`config.mk`:
```
export PLATFORM = sky130hd
export DESIGN_NAME = sprite_layer_engine_flat
export DESIGN_NICKNAME = d
export VERILOG_FILES = /design/src/rtl/sprite_layer_engine_if.sv /design/src/rtl/sprite_layer_engine.sv /design/src/flat_wrapper.sv
export SDC_FILE = /design/constraint.sdc
export NUM_CORES = 1
export LEC_CHECK = 0
export BUFFER_PORTS_ARGS = -buffer_cell sky130_fd_sc_hd__buf_4
export CAP_MARGIN = 20
export CORE_MARGIN = 3
export CORE_UTILIZATION = 20
export CTS_BUF_LIST = sky130_fd_sc_hd__clkbuf_8
export DETAILED_ROUTE_END_ITERATION = 10
export PLACE_DENSITY_LB_ADDON = 0.08
export REMOVE_ABC_BUFFERS = 1
export SYNTH_ARGS = -nofsm -noshare
export SYNTH_HDL_FRONTEND = slang
export SYNTH_SLANG_ARGS = --single-unit
```
`constraint.sdc`:
```
create_clock -name clk -period 1 [get_ports clk]
set_input_delay 0.05 -clock clk [delete_from_list [all_inputs] [get_ports clk]]
set_output_delay 0.05 -clock clk [all_outputs]
set_load 0.02 [all_outputs]
```
`src/rtl/sprite_layer_engine_if.sv`:
```
// sprite_layer_engine_if: command bus, raster position and pixel/flush outputs of the sprite plane
//   write, writedata : Avalon command word and its qualifier
//   hcount, vcount   : current raster position
//   RGB_output       : pixel colour, two clocks behind hcount/vcount
//   flush_pending    : flush accepted, waiting for the frame boundary
//   frame_swap       : one-clock pulse when the front bank changes
interface sprite_layer_engine_if;
  logic        write;
  logic [31:0] writedata;
  logic [9:0]  hcount;
  logic [9:0]  vcount;
  logic [23:0] RGB_output;
  logic        flush_pending;
  logic        frame_swap;
  modport master (output write, writedata, hcount, vcount, input RGB_output, flush_pending, frame_swap);
  modport slave (input write, writedata, hcount, vcount, output RGB_output, flush_pending, frame_swap);
endinterface

```
`src/rtl/sprite_layer_engine.sv`:
```
// sprite_layer_engine: ping-pong sprite plane with frame-boundary flush and 2-stage pixel pipe
//   clk   : pixel/system clock
//   reset : asynchronous, active-low
//   bus   : command word, raster position in; RGB_output, flush_pending, frame_swap out
//   ROM_INIT holds the packed pattern ROM image, word w at bits [w*MEM_W +: MEM_W]
module sprite_layer_engine #(
  parameter logic [5:0] SUB_COMP_ID = 6'd9,
  parameter int N_CHILD = 4,
  parameter int N_PATTERN = 2,
  parameter int SPR_W = 16,
  parameter int SPR_H = 16,
  parameter int PIX_BITS = 2,
  parameter int MEM_W = 4,
  parameter int MEM_DEPTH = 256,
  parameter int TRANSP_IDX = 0,
  parameter logic [23:0] BG_RGB = 24'h202020,
  parameter int V_ACTIVE = 480,
  parameter logic [MEM_DEPTH*MEM_W-1:0] ROM_INIT = '0
) (
  input logic clk,
  input logic reset,
  sprite_layer_engine_if.slave bus
);
  localparam int PPW = MEM_W / PIX_BITS;
  localparam int ADDR_LIMIT = MEM_DEPTH * PPW;
  localparam int AW = $clog2(ADDR_LIMIT + 1);
  localparam int NPAL = 2 ** PIX_BITS;
  logic [5:0] sub;
  logic [4:0] child;
  logic [3:0] info;
  logic [2:0] typ;
  logic pp;
  logic [12:0] msg;
  logic set_cmd, flush, commit;
  logic vis_q [2][N_CHILD], vis_d [2][N_CHILD];
  logic flip_q [2][N_CHILD], flip_d [2][N_CHILD];
  logic [4:0] pat_q [2][N_CHILD], pat_d [2][N_CHILD];
  logic [9:0] x_q [2][N_CHILD], x_d [2][N_CHILD];
  logic [9:0] y_q [2][N_CHILD], y_d [2][N_CHILD];
  logic [9:0] shf_q [2][N_CHILD], shf_d [2][N_CHILD];
  logic [23:0] pal_q [NPAL], pal_d [NPAL];
  logic front_q, front_d, tgt_q, tgt_d, pend_q, pend_d, swap_q, swap_d;
  logic [N_CHILD-1:0] hit_q, hit_d, opq;
  logic [AW-1:0] addr_q [N_CHILD], addr_d [N_CHILD];
  logic [PIX_BITS-1:0] idx [N_CHILD];
  logic [23:0] rgb_q, rgb_d;
  assign {sub, child, info, typ, pp, msg} = bus.writedata;
  assign set_cmd = bus.write && sub == SUB_COMP_ID && info == 4'h1;
  assign flush = bus.write && sub == SUB_COMP_ID && info == 4'hF;
  assign commit = pend_q && bus.vcount == 10'(V_ACTIVE) && bus.hcount == '0;
  always_comb begin
    vis_d = vis_q;
    flip_d = flip_q;
    pat_d = pat_q;
    x_d = x_q;
    y_d = y_q;
    shf_d = shf_q;
    pal_d = pal_q;
    for (int i = 0; i < N_CHILD; i++) begin
      if (set_cmd && int'(child) == i) begin
        if (typ == 3'b001) begin
          vis_d[pp][i] = msg[12];
          flip_d[pp][i] = msg[11];
          if (int'(msg[4:0]) < N_PATTERN) pat_d[pp][i] = msg[4:0];
        end
        if (typ == 3'b010) x_d[pp][i] = msg[9:0];
        if (typ == 3'b011) y_d[pp][i] = msg[9:0];
        if (typ == 3'b100) shf_d[pp][i] = msg[9:0];
      end
    end
    for (int j = 0; j < NPAL; j++) begin
      if (set_cmd && int'(child) == j && typ == 3'b101) pal_d[j][11:0] = msg[11:0];
      if (set_cmd && int'(child) == j && typ == 3'b110) pal_d[j][23:12] = msg[11:0];
    end
    // the commit clear comes after the command writes so it wins a same-cycle visible write
    for (int i = 0; i < N_CHILD; i++) if (commit) vis_d[~tgt_q][i] = 1'b0;
    front_d = commit ? tgt_q : front_q;
    tgt_d = flush ? pp : tgt_q;
    pend_d = flush || (pend_q && !commit);
    swap_d = commit;
  end
  for (genvar i = 0; i < N_CHILD; i++) begin : g_slot
    logic [10:0] col, row;
    int lin;
    assign col = {1'b0, bus.hcount} - {1'b0, x_q[front_q][i]};
    assign row = {1'b0, bus.vcount} - {1'b0, y_q[front_q][i]};
    assign lin = int'(pat_q[front_q][i]) * SPR_W * SPR_H + int'(shf_q[front_q][i]) + int'(row[9:0]) * SPR_W
               + (flip_q[front_q][i] ? SPR_W - 1 - int'(col[9:0]) : int'(col[9:0]));
    // col/row bit 10 set means the pixel lies left of / above the sprite
    assign hit_d[i] = vis_q[front_q][i] && !col[10] && int'(col[9:0]) < SPR_W
                   && !row[10] && int'(row[9:0]) < SPR_H && lin < ADDR_LIMIT;
    assign addr_d[i] = AW'(lin);
    assign idx[i] = PIX_BITS'(ROM_INIT >> ((int'(addr_q[i]) / PPW) * MEM_W + (int'(addr_q[i]) % PPW) * PIX_BITS));
    assign opq[i] = hit_q[i] && int'(idx[i]) != TRANSP_IDX;
  end
  always_comb begin
    rgb_d = BG_RGB;
    for (int i = N_CHILD - 1; i >= 0; i--) if (opq[i]) rgb_d = pal_q[idx[i]];
  end
  always_ff @(posedge clk or negedge reset) begin
    if (!reset) begin
      vis_q <= '{default: '0};
      flip_q <= '{default: '0};
      pat_q <= '{default: '0};
      x_q <= '{default: '0};
      y_q <= '{default: '0};
      shf_q <= '{default: '0};
      pal_q <= '{default: '0};
      front_q <= 1'b0;
      tgt_q <= 1'b0;
      pend_q <= 1'b0;
      swap_q <= 1'b0;
      hit_q <= '0;
      addr_q <= '{default: '0};
      rgb_q <= BG_RGB;
    end else begin
      vis_q <= vis_d;
      flip_q <= flip_d;
      pat_q <= pat_d;
      x_q <= x_d;
      y_q <= y_d;
      shf_q <= shf_d;
      pal_q <= pal_d;
      front_q <= front_d;
      tgt_q <= tgt_d;
      pend_q <= pend_d;
      swap_q <= swap_d;
      hit_q <= hit_d;
      addr_q <= addr_d;
      rgb_q <= rgb_d;
    end
  end
  assign bus.RGB_output = rgb_q;
  assign bus.flush_pending = pend_q;
  assign bus.frame_swap = swap_q;
endmodule

```
`src/flat_wrapper.sv`:
```
// flat-port wrapper written by rule: the top's interface ports become plain ports
module sprite_layer_engine_flat 
#(
  parameter logic [5:0] SUB_COMP_ID = 6'd9,
  parameter int N_CHILD = 4,
  parameter int N_PATTERN = 2,
  parameter int SPR_W = 16,
  parameter int SPR_H = 16,
  parameter int PIX_BITS = 2,
  parameter int MEM_W = 4,
  parameter int MEM_DEPTH = 256,
  parameter int TRANSP_IDX = 0,
  parameter logic [23:0] BG_RGB = 24'h202020,
  parameter int V_ACTIVE = 480,
  parameter logic [MEM_DEPTH*MEM_W-1:0] ROM_INIT = '0
)
  (clk, reset, bus_write, bus_writedata, bus_hcount, bus_vcount, bus_RGB_output, bus_flush_pending, bus_frame_swap);
  sprite_layer_engine_if bus_i ();
  input logic clk;
  input logic reset;
  input wire logic [$bits(bus_i.write)-1:0] bus_write;
  input wire logic [$bits(bus_i.writedata)-1:0] bus_writedata;
  input wire logic [$bits(bus_i.hcount)-1:0] bus_hcount;
  input wire logic [$bits(bus_i.vcount)-1:0] bus_vcount;
  output wire logic [$bits(bus_i.RGB_output)-1:0] bus_RGB_output;
  output wire logic [$bits(bus_i.flush_pending)-1:0] bus_flush_pending;
  output wire logic [$bits(bus_i.frame_swap)-1:0] bus_frame_swap;
  assign bus_i.write = bus_write;
  assign bus_i.writedata = bus_writedata;
  assign bus_i.hcount = bus_hcount;
  assign bus_i.vcount = bus_vcount;
  assign bus_RGB_output = bus_i.RGB_output;
  assign bus_flush_pending = bus_i.flush_pending;
  assign bus_frame_swap = bus_i.frame_swap;
  sprite_layer_engine #(.SUB_COMP_ID(SUB_COMP_ID), .N_CHILD(N_CHILD), .N_PATTERN(N_PATTERN), .SPR_W(SPR_W), .SPR_H(SPR_H), .PIX_BITS(PIX_BITS), .MEM_W(MEM_W), .MEM_DEPTH(MEM_DEPTH), .TRANSP_IDX(TRANSP_IDX), .BG_RGB(BG_RGB), .V_ACTIVE(V_ACTIVE), .ROM_INIT(ROM_INIT)) u_core (.clk(clk), .reset(reset), .bus(bus_i));
endmodule
```
==> flow_results.xml, run 1 <==
<?xml version="1.0" encoding="UTF-8"?>
<metrics>
  <group name="outcome">
    <metric name="run_status" unit="">finished with violations</metric>
    <metric name="violated_checks" unit="">negative setup slack</metric>
  </group>
  <group name="cts">
    <metric name="clk_path_buf_depth" unit="">2</metric>
    <metric name="cts.sinks" unit="">2</metric>
    <metric name="clk_latency" unit="ps">210</metric>
    <metric name="cts_max_level" unit="">1</metric>
    <metric name="postCtsSetupRepairBufs" unit="">0</metric>
    <metric name="clkTransAtPathRegs" unit="ps">30</metric>
    <metric name="cts_tree" unit="">built</metric>
    <metric name="clockRootBuffer" unit="">clkbuf_8</metric>
    <metric name="cts_buffers" unit="">3</metric>
  </group>
  <group name="synthesis">
    <metric name="synth.ff_latch_count" unit="">2</metric>
    <metric name="synthArstFlopShare" unit="">1.00</metric>
    <metric name="post-synth-top-area-cell" unit="">buf_4</metric>
    <metric name="synth.yosys.seq_area_share" unit="">0.145</metric>
    <metric name="ys.warnings.count" unit="">0</metric>
    <metric name="synth_largest_type_area_fraction" unit="">0.524</metric>
    <metric name="synth_fa_ha_area_frac" unit="">0</metric>
    <metric name="combined_area_of_all_synthesized_cells" unit="µm²">344</metric>
    <metric name="syn_area_per_cell" unit="µm²">7.82</metric>
    <metric name="synth_simple_gate_area_frac" unit="">0.244</metric>
    <metric name="yosys.cell_types.count" unit="">14</metric>
    <metric name="xor_and_xnor_area_share_after_synthesis" unit="">0</metric>
    <metric name="post-synth-top-count-cell" unit="">buf_4</metric>
    <metric name="commonest_register_cell_after_synthesis" unit="">dfrtp_1</metric>
    <metric name="muxShareOfSynthArea" unit="">0</metric>
    <metric name="netlist_top_cells_count" unit="">24 x buf_4, 3 x nor3_1</metric>
    <metric name="synth-edff-count" unit="">0</metric>
    <metric name="synthCells" unit="">44</metric>
    <metric name="synthTopCellsByArea" unit="">buf_4 52%, dfrtp_1 15%, nand4b_1 5.1%, nor3_1 4.4%, nor4_1 3.6%</metric>
    <metric name="synth_top_family_by_area" unit="">buffers and inverters</metric>
    <metric name="synth_compound_area_frac" unit="">0.0545</metric>
  </group>
  <group name="timing">
    <metric name="final.setup.tns" unit="ps">-105</metric>
    <metric name="min_period_over_period" unit="">1.11</metric>
    <metric name="max_freq" unit="MHz">905</metric>
    <metric name="clk_skew" unit="ps">2.08</metric>
    <metric name="setup_ws" unit="ps">-105</metric>
    <metric name="final.min_clock_period" unit="ps">1110</metric>
    <metric name="rsz0062_at_grt" unit="">true</metric>
    <metric name="finalHoldViolCount" unit="">0</metric>
    <metric name="hold_slack" unit="ps">120</metric>
    <metric name="setup_viol_count_final" unit="">1</metric>
    <metric name="timing_max_transition_violations_final" unit="">0</metric>
  </group>
  <group name="detailed_routing">
    <metric name="drtAntennaViolNets" unit="">0</metric>
    <metric name="drtPass1Iterations" unit="">2</metric>
    <metric name="via_per_instance_ratio" unit="">3.77</metric>
    <metric name="routed_wire_length_per_instance" unit="µm">8.66</metric>
    <metric name="drcViolationCount" unit="">0</metric>
    <metric name="via_count" unit="">366</metric>
    <metric name="drt-total-wl" unit="µm">840</metric>
    <metric name="detail_route.iter0.violations" unit="">2</metric>
  </group>
  <group name="worst_setup_path">
    <metric name="worst_setup_path_end_kind" unit="">flop</metric>
    <metric name="startpoint_type" unit="">flop</metric>
    <metric name="crit_arrival" unit="ps">1190</metric>
    <metric name="critical_path_class" unit="">reg -&gt; reg</metric>
    <metric name="crit_fanout" unit="">2</metric>
    <metric name="timing.critical_path.required" unit="ps">1090</metric>
  </group>
  <group name="pwr">
    <metric name="switching_power" unit="mW">0.161</metric>
    <metric name="combinational_cell_fraction_of_total_power" unit="">0.330</metric>
    <metric name="total_leakage_power" unit="nW">0.330</metric>
    <metric name="p_per_area" unit="nW/µm²">965</metric>
    <metric name="seq_power_share" unit="">0.139</metric>
    <metric name="ir_drop" unit="mV">0.536</metric>
    <metric name="internal" unit="mW">0.425</metric>
    <metric name="power.clock.fraction" unit="">0.530</metric>
    <metric name="power_switching_share" unit="">0.275</metric>
  </group>
  <group name="min_path">
    <metric name="hold_path.class" unit="">in -&gt; reg</metric>
  </group>
  <group name="die">
    <metric name="initial_utilization" unit="">0.221</metric>
    <metric name="die_width" unit="µm">47.5</metric>
    <metric name="dieArea" unit="µm²">2250</metric>
    <metric name="core" unit="µm²">1560</metric>
    <metric name="top_level_ports" unit="">81</metric>
    <metric name="num_rows" unit="">14</metric>
    <metric name="dieHeight" unit="µm">47.5</metric>
  </group>
  <group name="global_routing">
    <metric name="largest_net_degree_at_the_start_of_global_routing" unit="">4</metric>
    <metric name="track_usage" unit="">0.0650</metric>
    <metric name="aggregate_global_routing_overflow" unit="">0</metric>
    <metric name="vias_in_the_first_global_route" unit="">255</metric>
    <metric name="antenna_violations_before_repair" unit="">0</metric>
    <metric name="first_pass_grt_wire_length" unit="µm">959</metric>
  </group>
  <group name="place">
    <metric name="placed_area" unit="µm²">529</metric>
    <metric name="portBuffers" unit="">34</metric>
    <metric name="routabilityCongestion" unit="">0.636</metric>
    <metric name="pre_cts_ws" unit="ps">-194</metric>
    <metric name="place_hpwl" unit="µm">758</metric>
  </group>
  <group name="cells_and_area">
    <metric name="area_of_the_multi_input_gates" unit="µm²">220</metric>
    <metric name="finalNetCount" unit="">138</metric>
    <metric name="final_layout_size_suffix_gt1_frac" unit="">0.519</metric>
    <metric name="sequential_cell_area" unit="µm²">50.0</metric>
    <metric name="design_area" unit="µm²">608</metric>
    <metric name="area_delta_synth_final" unit="%">76.7</metric>
    <metric name="antenna-diode-count" unit="">0</metric>
    <metric name="fill_cells" unit="">155</metric>
  </group>
  <group name="flow_run">
    <metric name="max-cap-violations" unit="">0</metric>
  </group>
</metrics>
-- layout make-up --
class	instances	share of cell area
inverter	1	0.00617
sequential	2	0.0823
clock buffer	3	0.0679
tap	16	0.0329
multi-input combinational	39	0.362
timing repair buffer	36	0.449
-- worst paths after layout --
kind,from,slack [ps],endpoint,cells after the start
max in group asynchronous,reset,750,u_core.bus.flush_pending$_DFF_PN0_,2
setup / recovery,u_core.bus.flush_pending$_DFF_PN0_,-110,u_core.bus.flush_pending$_DFF_PN0_,3
hold / removal,bus_hcount[8],120,u_core.bus.frame_swap$_DFF_PN0_,4
setup reg to reg,u_core.bus.flush_pending$_DFF_PN0_,-110,u_core.bus.flush_pending$_DFF_PN0_,3
min in group asynchronous,reset,160,u_core.bus.frame_swap$_DFF_PN0_,2
hold reg to reg,u_core.bus.flush_pending$_DFF_PN0_,600,u_core.bus.flush_pending$_DFF_PN0_,2
-- cells in the final DEF, fill, tap and decap left out --
cell type,instances
inv_1,1
nand4b_1,2
nand3_1,1
a211o_2,1
or3_1,1
nand2_1,2
nor3_1,2
nor3_2,1
nor4bb_4,1
or4b_1,1
dfrtp_1,2
clkbuf_8,3
buf_4,35
conb_1,24
dlygate4sd3_1,1
nor4_1,2
a41oi_2,1
-- repair_timing --
item / 4_1_cts / 5_1_grt
hold buffers: 1 / 0
resized for setup: 2 / 2
hold endpoints to repair: 2 / 0
setup endpoints to repair: 2 / 2
-- state kept, by name (all words and copies together), names as in the netlist --
| register | cells |
|---|---|
| u_core.bus.frame_swap | 1 |
| u_core.bus.flush_pending | 1 |
-- per-stage QoR --
step | utilization | cells | total power, mW
5_1_grt | 0.390 | 97 | 0.617
2_1_floorplan | - | 42 | 0.170
3_3_place_gp | 0.339 | 93 | 0.264
3_5_place_dp | 0.339 | 93 | 0.265
6_report | 0.390 | 97 | 0.587
4_1_cts | 0.382 | 97 | 0.598
-- worst max-delay path: stages, from the launching register on --
cell and delay [ps]:
dfrtp_1 340, nor4bb_4 240, a41oi_2 130, a211o_2 280
-- cell families (layout without fill, tap and decap cells) --
family / count (synthesis) / in the layout
other: 2 / 24
and+or+nand+nor: 13 / 13
buffers and inverters: 25 / 40
AOI/OAI and AO/OA: 2 / 2
DFF: 2 / 2
-- power by group through the flow --
stage,combinational [mW],clock (mW),sequential (mW)
2_1_floorplan,0.0877,0,0.0824
6_report,0.194,0.311,0.0817
4_1_cts,0.191,0.325,0.0816
5_1_grt,0.208,0.327,0.0816
3_3_place_gp,0.182,0,0.0824
3_5_place_dp,0.182,0,0.0824
-- layer usage --
layer  vias to the layer above  track usage  part of all wire
met4                         0       0.0331            0.0071
met5                         -            0                 0
met1                       158       0.0695              0.30
met2                        29       0.0963              0.53
met3                         2       0.0451              0.16
li1                        177            -                 -
Note: power is estimated with default switching activity, not from simulation.
==> inputs of run 2 (changes only) <==
--- a/config.mk
+++ b/config.mk
@@ -7,12 +7,15 @@
 export LEC_CHECK = 0
 export BUFFER_PORTS_ARGS = -buffer_cell sky130_fd_sc_hd__buf_4
 export CAP_MARGIN = 20
+export CELL_PAD_IN_SITES_DETAIL_PLACEMENT = 1
+export CELL_PAD_IN_SITES_GLOBAL_PLACEMENT = 1
 export CORE_MARGIN = 3
-export CORE_UTILIZATION = 20
+export CORE_UTILIZATION = 10
 export CTS_BUF_LIST = sky130_fd_sc_hd__clkbuf_8
 export DETAILED_ROUTE_END_ITERATION = 10
 export PLACE_DENSITY_LB_ADDON = 0.08
 export REMOVE_ABC_BUFFERS = 1
+export SLEW_MARGIN = 20
 export SYNTH_ARGS = -nofsm -noshare
 export SYNTH_HDL_FRONTEND = slang
 export SYNTH_SLANG_ARGS = --single-unit
==> flow_results.xml, run 2 (synthesis gave the netlist of run 1 again) <==
<?xml version="1.0" encoding="UTF-8"?>
<metrics>
  <group name="outcome">
    <metric name="run_status" unit="">finished with violations</metric>
    <metric name="violated_checks" unit="">negative setup slack</metric>
  </group>
  <group name="worst_setup_path">
    <metric name="r2r_start" unit="">u_core.bus.flush_pending$_DFF_PN0_</metric>
    <metric name="endpoint" unit="">u_core.bus.flush_pending$_DFF_PN0_</metric>
    <metric name="crit_arrival" unit="ps">1200</metric>
    <metric name="capture_instance_of_the_worst_register_to_register_path" unit="">u_core.bus.flush_pending$_DFF_PN0_</metric>
    <metric name="crit_path_start" unit="">u_core.bus.flush_pending$_DFF_PN0_</metric>
    <metric name="worst_setup_path_end_kind" unit="">flop</metric>
    <metric name="startpoint_type" unit="">flop</metric>
    <metric name="timing.critical_path.required" unit="ps">1090</metric>
    <metric name="worstRegToRegCells" unit="">3</metric>
    <metric name="crit_fanout" unit="">2</metric>
    <metric name="reg2reg_setup_slack" unit="ps">-110</metric>
    <metric name="critical_path_class" unit="">reg -&gt; reg</metric>
  </group>
  <group name="cells_and_area">
    <metric name="sequential_cell_area" unit="µm²">50.0</metric>
    <metric name="design_area" unit="µm²">651</metric>
    <metric name="layout.cells.most_common" unit="">buf_4</metric>
    <metric name="final_layout_size_suffix_gt1_frac" unit="">0.518</metric>
    <metric name="fill_cells" unit="">400</metric>
    <metric name="final_cell_count_no_fill" unit="">127</metric>
    <metric name="finalNetCount" unit="">140</metric>
    <metric name="area_delta_synth_final" unit="%">89.1</metric>
    <metric name="antenna-diode-count" unit="">0</metric>
    <metric name="area_of_the_multi_input_gates" unit="µm²">213</metric>
    <metric name="most-common-layout-cells" unit="">37 x buf_4, 24 x conb_1, 3 x clkbuf_8</metric>
  </group>
  <group name="detailed_routing">
    <metric name="via_count" unit="">383</metric>
    <metric name="drtPass1Iterations" unit="">2</metric>
    <metric name="routed_wire_length_per_instance" unit="µm">8.61</metric>
    <metric name="drt-total-wl" unit="µm">1090</metric>
    <metric name="wl_met1" unit="µm">394</metric>
    <metric name="dr.max_layer_used" unit="">met4</metric>
    <metric name="detail_route.iter0.violations" unit="">6</metric>
    <metric name="via_per_instance_ratio" unit="">3.02</metric>
    <metric name="drcViolationCount" unit="">0</metric>
    <metric name="wl_met3" unit="µm">158</metric>
    <metric name="drtAntennaViolNets" unit="">0</metric>
    <metric name="routed-wl-met2" unit="µm">513</metric>
  </group>
  <group name="die">
    <metric name="initial_utilization" unit="">0.108</metric>
    <metric name="top_level_ports" unit="">81</metric>
    <metric name="dieArea" unit="µm²">4180</metric>
    <metric name="dieHeight" unit="µm">64.7</metric>
    <metric name="die_width" unit="µm">64.7</metric>
    <metric name="num_rows" unit="">20</metric>
    <metric name="core" unit="µm²">3180</metric>
  </group>
  <group name="cts">
    <metric name="cts_tree" unit="">built</metric>
    <metric name="cts.sinks" unit="">2</metric>
    <metric name="postCtsSetupRepairBufs" unit="">0</metric>
    <metric name="cts_max_level" unit="">1</metric>
    <metric name="cts_buffers" unit="">3</metric>
    <metric name="clk_path_buf_depth" unit="">2</metric>
    <metric name="clkTransAtPathRegs" unit="ps">30</metric>
    <metric name="clk_latency" unit="ps">210</metric>
    <metric name="clockRootBuffer" unit="">clkbuf_8</metric>
  </group>
  <group name="place">
    <metric name="routabilityCongestion" unit="">0.594</metric>
    <metric name="dp.cells" unit="">123</metric>
    <metric name="placed_area" unit="µm²">579</metric>
    <metric name="place_hpwl" unit="µm">1010</metric>
    <metric name="portBuffers" unit="">34</metric>
  </group>
  <group name="pwr">
    <metric name="ir_drop" unit="mV">0.288</metric>
    <metric name="total_leakage_power" unit="nW">0.340</metric>
    <metric name="p_per_area" unit="nW/µm²">915</metric>
  </group>
  <group name="min_path">
    <metric name="hold_path.class" unit="">in -&gt; reg</metric>
  </group>
  <group name="timing">
    <metric name="setup_viol_count_final" unit="">1</metric>
    <metric name="setup_ws" unit="ps">-110</metric>
    <metric name="finalHoldViolCount" unit="">0</metric>
    <metric name="final.min_clock_period" unit="ps">1110</metric>
    <metric name="max_freq" unit="MHz">901</metric>
    <metric name="min_period_over_period" unit="">1.11</metric>
    <metric name="hold_slack" unit="ps">123</metric>
    <metric name="timing_max_transition_violations_final" unit="">0</metric>
    <metric name="rsz0062_at_grt" unit="">true</metric>
    <metric name="final.setup.tns" unit="ps">-110</metric>
    <metric name="clk_skew" unit="ps">1.65</metric>
  </group>
  <group name="global_routing">
    <metric name="largest_net_degree_at_the_start_of_global_routing" unit="">4</metric>
    <metric name="aggregate_global_routing_overflow" unit="">0</metric>
    <metric name="first_pass_grt_wire_length" unit="µm">1650</metric>
    <metric name="track_usage" unit="">0.0528</metric>
    <metric name="antenna_violations_before_repair" unit="">0</metric>
    <metric name="vias_in_the_first_global_route" unit="">372</metric>
  </group>
  <group name="flow_run">
    <metric name="max-cap-violations" unit="">0</metric>
  </group>
</metrics>
run 2: cell types whose count changed in the layout (fill, tap and decap cells not counted), sizes merged:
cell,delta
buf,+2
run 2: worst max-delay path: stages, from the launching register on:
cell	delay (ps)
dfrtp_1	340
nor4bb_4	230
a41oi_1	140
a211o_2	280
run 2: area by class of cell:
cell class,count,area share
tap,44,0.0846
clock buffer,3,0.0635
timing repair buffer,38,0.442
multi-input combinational,39,0.327
inverter,1,0.00577
sequential,2,0.0769
run 2: how the worst min path moves through the flow:
| stage | startpoint | end | slack, ps | depth (start not counted) |
|---|---|---|---|---|
| after global routing | bus_hcount[1] | u_core.bus.frame_swap$_DFF_PN0_ | 150 | 4 |
| after global placement | reset | u_core.bus.frame_swap$_DFF_PN0_ | -160 | 1 |
| after CTS | bus_vcount[1] | u_core.bus.frame_swap$_DFF_PN0_ | 110 | 4 |
| after floorplan | reset | u_core.bus.flush_pending$_DFF_PN0_ | -250 | 0 |
| final | bus_vcount[1] | u_core.bus.frame_swap$_DFF_PN0_ | 120 | 4 |
| after detailed placement | reset | u_core.bus.flush_pending$_DFF_PN0_ | -170 | 1 |
run 2: power by group:
group	leakage, nW	switching, mW	internal, mW	total, mW
clock	0.0216	0.0617	0.254	0.316
combinational	0.296	0.106	0.0923	0.198
sequential	0.0227	0.0000000790	0.0816	0.0816
total	0.340	0.167	0.428	0.596
run 2: through the flow:
| stage | power (mW) | setup WS [ps] | util |
|---|---|---|---|
| global placement | 0.268 | -167 | 0.182 |
| floorplan | 0.170 | -273 | - |
| detailed placement | 0.269 | -237 | 0.182 |
| finish | 0.596 | -110 | 0.205 |
| CTS | 0.604 | -109 | 0.203 |
| global route | 0.633 | -173 | 0.205 |
run 2: repair_timing:
action / CTS / global route
resized for setup: 2 / 1
hold endpoints to repair: 2 / 0
hold buffers: 1 / 0
endpoints found under the setup margin: 2 / 2
pin swaps: 0 / 0
run 2: per-layer routing:
| metal | track usage | vias to the layer above |
|---|---|---|
| met1 | 0.0592 | 159 |
| met2 | 0.0799 | 41 |
| met3 | 0.0156 | 2 |
| met5 | 0 | - |
| li1 | - | 181 |
| met4 | 0.0475 | 0 |
